--- config.mk ---
export PLATFORM = sky130hd
export DESIGN_NAME = unidad_logica_segmentada
export DESIGN_NICKNAME = d
export VERILOG_FILES = /design/src/rtl/unidad_logica_segmentada.sv
export SDC_FILE = /design/constraint.sdc
export NUM_CORES = 1
export LEC_CHECK = 0
export ABC_AREA = 1
export BUFFER_PORTS_ARGS = -buffer_cell sky130_fd_sc_hd__buf_2
export CORE_MARGIN = 2
export CORE_UTILIZATION = 55
export CTS_BUF_LIST = sky130_fd_sc_hd__clkbuf_16
export DETAILED_ROUTE_END_ITERATION = 16
export PLACE_DENSITY = 0.8
export SLEW_MARGIN = 20
export SYNTH_ARGS = -nofsm -noshare
export SYNTH_HDL_FRONTEND = slang
export SYNTH_SLANG_ARGS = --single-unit
--- constraint.sdc ---
create_clock -name reloj -period 2.39 [get_ports reloj]
set_input_delay 0.1195 -clock reloj [delete_from_list [all_inputs] [get_ports reloj]]
set_output_delay 0.1195 -clock reloj [all_outputs]
set_load 0.05 [all_outputs]
--- src/rtl/unidad_logica_segmentada.sv ---
// Purpose  : ANCHO-bit bitwise logic unit (8 ops) with accumulate mode and zero/parity flags.
// Latency  : 2 cycles input transfer -> salida_valido; 1 beat/cycle sustained.
// Backpress: valid/ready on both sides; entrada_listo = !v1 | !v2 | salida_listo (bubbles collapse).
//
// Ports: reloj/reset_n (async active-low); entrada_* operand beat (A, B, operacion, acumular)
//        with valido/listo; salida_* result beat with cero/paridad flags; contador_ops counts
//        output transfers (saturating) when UNIDAD_LOGICA_CONTADOR_EN is defined, else const 0.
module unidad_logica_segmentada #(
    parameter int ANCHO      = 8,
    parameter int ANCHO_CONT = 16
) (
    input  logic                  reloj,
    input  logic                  reset_n,
    input  logic                  entrada_valido,
    output logic                  entrada_listo,
    input  logic [ANCHO-1:0]      entrada_A,
    input  logic [ANCHO-1:0]      entrada_B,
    input  logic [2:0]            operacion,
    input  logic                  acumular,
    output logic                  salida_valido,
    input  logic                  salida_listo,
    output logic [ANCHO-1:0]      salida,
    output logic                  salida_cero,
    output logic                  salida_paridad,
    output logic [ANCHO_CONT-1:0] contador_ops
);

    // Stage 1 operand registers
    logic             v1;
    logic [ANCHO-1:0] a_s1;
    logic [ANCHO-1:0] b_s1;
    logic [2:0]       op_s1;
    logic             acum_s1;

    // Stage 2 / result state
    logic             v2;
    logic [ANCHO-1:0] acumulador;

    logic             avance1;
    logic             avance2;
    logic [ANCHO-1:0] operando_b;
    logic [ANCHO-1:0] resultado;

    assign avance2       = !v2 || salida_listo;
    assign avance1       = !v1 || avance2;
    assign entrada_listo = avance1;
    assign salida_valido = v2;

    // The accumulator always holds the result of the previous beat in order: a beat is
    // computed only as it moves into stage 2, by which time its predecessor is already done.
    always_comb begin
        operando_b = acum_s1 ? acumulador : b_s1;
        resultado  = a_s1;
        case (op_s1)
            3'b000:  resultado = ~a_s1;
            3'b001:  resultado = a_s1 & operando_b;
            3'b010:  resultado = a_s1 | operando_b;
            3'b011:  resultado = a_s1 ^ operando_b;
            3'b100:  resultado = ~(a_s1 & operando_b);
            3'b101:  resultado = ~(a_s1 | operando_b);
            3'b110:  resultado = ~(a_s1 ^ operando_b);
            default: resultado = a_s1;
        endcase
    end

    always_ff @(posedge reloj or negedge reset_n) begin
        if (!reset_n) begin
            v1             <= 1'b0;
            a_s1           <= '0;
            b_s1           <= '0;
            op_s1          <= '0;
            acum_s1        <= 1'b0;
            v2             <= 1'b0;
            salida         <= '0;
            salida_cero    <= 1'b1;
            salida_paridad <= 1'b0;
            acumulador     <= '0;
        end else begin
            if (avance1) begin
                v1 <= entrada_valido;
                // Operands only captured on a real beat so idle cycles leave them untouched.
                if (entrada_valido) begin
                    a_s1    <= entrada_A;
                    b_s1    <= entrada_B;
                    op_s1   <= operacion;
                    acum_s1 <= acumular;
                end
            end
            if (avance2) begin
                v2 <= v1;
                // Bubbles leave result and flags holding their last values.
                if (v1) begin
                    salida         <= resultado;
                    salida_cero    <= (resultado == '0);
                    salida_paridad <= ^resultado;
                    acumulador     <= resultado;
                end
            end
        end
    end

`ifdef UNIDAD_LOGICA_CONTADOR_EN
    logic [ANCHO_CONT-1:0] cuenta;

    always_ff @(posedge reloj or negedge reset_n) begin
        if (!reset_n) begin
            cuenta <= '0;
        end else if (salida_valido && salida_listo && (cuenta != '1)) begin
            cuenta <= cuenta + {{(ANCHO_CONT-1){1'b0}}, 1'b1};
        end
    end

    assign contador_ops = cuenta;
`else
    assign contador_ops = '0;
`endif

endmodule

==> flow_summary_export.csv <==
group,metric,value,unit
global_routing,grt_max_degree,33,
global_routing,gr-total-overflow,0,
critical_path,cp.arrival,2.53,ns
floorplanning,fp-row-count,24,
synthesis,yosys_warnings,0,
synthesis,synthAdderAreaFrac,9.95,%
synthesis,synth_compound_area_share,4.18,%
placed_design,place_congestion,0.952,
floorplanning,die_y,71.6,µm
clock_tree,numCtsBuffers,5,
clock_tree,worstSkewPairLatency,0.28,ns
clock_tree,root_buffer,"clkbuf_16",
power,power.density,1090,nW/µm²
placed_design,dpl.hpwl,4100,µm
timing,tns,0,ns
synthesis,yosysSeqAreaShare,31.9,%
global_routing,grt_usage,25.2,%
routing,wl_per_cell,14.8,µm
timing,layout_min_cycle_time,2.37,ns
timing,timing.fmax,422,MHz
cells_and_area,fillers,338,
synthesis,synthSimpleGateAreaFrac,32.6,%
floorplanning,io_pins,52,
global_routing,grt_pass1_wl,10200,µm
critical_path,cp_max_fo,8,
critical_path,cp-start-kind,"flop",
cells_and_area,fin_util,68.4,%
clock_tree,cts_tree,"yes",
timing,setup_violations,0,
global_routing,grt_pass1_vias,2133,
routing,wirelength,6540,µm
synthesis,synth.mux.area_fraction,4.03,%
synthesis,netlist-cell-type-count,20,
outcome,status,"finished clean",
routing,drc,0,
timing,period_share,99.1,%
cells_and_area,area_growth_syn_to_layout,19.2,%
run,maxCapViolCount,0,
critical_path,path_class,"flop to flop",
critical_path,crit_path_end_kind,"flop",
cells_and_area,final_common_cell,"nand2_1",
routing,num_vias,2486,
critical_path,required,2.55,ns
clock_tree,clk_path_buf_depth,2,
synthesis,syn_area,2520,µm²
clock_tree,h-tree-depth,2,
cells_and_area,layout_common_cells,"nand2_1 (80), inv_1 (49), buf_2 (35)",
synthesis,syn_avg_cell_area,7.15,µm²
floorplanning,die_width,71.6,µm
power,vdd_drop_max,0.773,mV
cells_and_area,n_antenna_cell,0,
global_routing,antenna_found_initial,0,
placed_design,numPortBuffers,35,
timing,hold_viol_final,0,
timing,relSlewSlack,49.6,%
floorplanning,die_area,5130,µm²
clock_tree,clk_pin_slew,0.05,ns
power,leakagePower,1.66,nW
routing,initialDrtViolationCount,232,
cells_and_area,num-nets-final,434,
timing,tightest_slew,0.754,ns
routing,drtAntennaViolNets,0,
synthesis,yosys_register_bits,32,
floorplanning,start_util,57.4,%
routing,dr.pass1.iters,6,
worst_hold_path,holdCritPathClass,"primary input to flop",
clock_tree,clock_sinks,32,
floorplanning,core-area,4380,µm²
cells_and_area,layout-drive-gt1-share,21.2,%
synthesis,synth_xor_xnor_area_share,1.04,%
synthesis,synth_top_family_by_area,"simple AND/OR/NAND/NOR gates",
timing,finClkSkew,0.00411,ns
routing,viasPerCell,5.61,
timing,maxSlewViolCount,0,
synthesis,synthCells,352,
-- stage by stage --
stage | std cells | total power, mW | hold slack [ns] | setup slack, ns | instance area (µm²)
floorplan | 367 | 1.98 | -0.176 | 0.137 | 2570
global placement | 432 | 2.28 | 0.209 | 0.0196 | 2690
detailed placement | 432 | 2.32 | 0.213 | -0.0481 | 2690
CTS | 441 | 2.98 | 0.0504 | 0.0145 | 2850
global route | 443 | 3.46 | 0.0548 | -0.0696 | 3000
finish | 443 | 3.26 | 0.0479 | 0.0216 | 3000
-- logic make-up after synthesis --
family                   count (synthesis)
AO/OA/AOI/OAI                           21
XOR/XNOR                                 3
AND/OR/NAND/NOR                        180
adder cells (fa/ha/maj)                 20
flip-flops                              32
multiplexers                             9
other                                    1
buffers and inverters                   86
-- worst paths after layout --
path,start,endpoint,slack [ns],cells after the start
worst max-delay path,acum_s1$_DFFE_PN0P_,salida_paridad$_DFFE_PN0P_,0.02,14
worst min-delay path,entrada_B[6],b_s1[6]$_DFFE_PN0P_,0.05,2
worst max register to register,acum_s1$_DFFE_PN0P_,salida_paridad$_DFFE_PN0P_,0.02,14
worst min register to register,b_s1[2]$_DFFE_PN0P_,b_s1[2]$_DFFE_PN0P_,0.51,1
max in group asynchronous,reset_n,acum_s1$_DFFE_PN0P_,1.46,2
min in group asynchronous,reset_n,b_s1[4]$_DFFE_PN0P_,0.43,2
-- synth_stat cells --
master / count / area (µm²)
nor2_4: 2 / 22.5
buf_2: 13 / 65.1
mux2_1: 6 / 67.6
nand2_1: 82 / 308
o21ai_0: 10 / 50.1
clkbuf_1: 3 / 11.3
mux2_2: 3 / 33.8
nand4_1: 27 / 169
buf_4: 18 / 135
nor2_1: 31 / 116
ha_1: 20 / 250
nand3b_1: 6 / 45.0
a21oi_1: 11 / 55.1
inv_2: 2 / 7.51
inv_1: 50 / 188
dfstp_2: 1 / 26.3
xnor2_1: 3 / 26.3
dfrtp_1: 31 / 776
conb_1: 1 / 3.75
nand3_1: 32 / 160
-- flip-flops by register name, indices dropped and copies added, names as in the netlist --
signal / flops
a_s1: 8
acum_s1: 1
acumulador: 8
b_s1: 8
op_s1: 3
salida_cero: 1
salida_paridad: 1
salida_valido: 1
v1: 1
-- worst max-delay path: stages (launching register included) --
cell	delay [ns]
dfrtp_2	0.42
buf_4	0.18
nand2_1	0.10
o21ai_2	0.08
ha_1	0.30
inv_1	0.04
nand4_1	0.10
nand2_1	0.10
nor2_1	0.12
nand3_1	0.11
inv_1	0.10
ha_4	0.21
xnor2_2	0.15
xnor2_1	0.13
o21ai_1	0.10
-- final cells by class --
class                      count  area (µm²)  share of cell area, %
inverter                      52         195                   6.51
sequential                    32         803                   26.8
timing repair buffer          50         307                   10.2
tap                           52        65.1                   2.17
clock inverter                 3        18.8                  0.626
clock buffer                   5         125                   4.17
multi-input combinational    249        1490                   49.5
-- per-layer routing --
layer,up-vias,wire length (µm),GRT usage [%]
li1,1172,-,-
met1,1129,2590,34.6
met2,153,3160,41.2
met3,32,543,4.22
met4,0,245,7.13
met5,-,0,0
-- report_power, final --
group | internal [mW] | switching, mW
combinational | 0.671 | 1.17
sequential | 0.680 | 0.117
clock | 0.381 | 0.242
total | 1.73 | 1.53
-- repair_timing --
item,in CTS,in global routing
setup endpoints to repair,1,1
hold buffers,1,0
setup buffers,0,2
resized for setup,4,27
pin swaps,0,13
endpoints found under the hold margin,31,0
(Power assumes the default switching activity.)
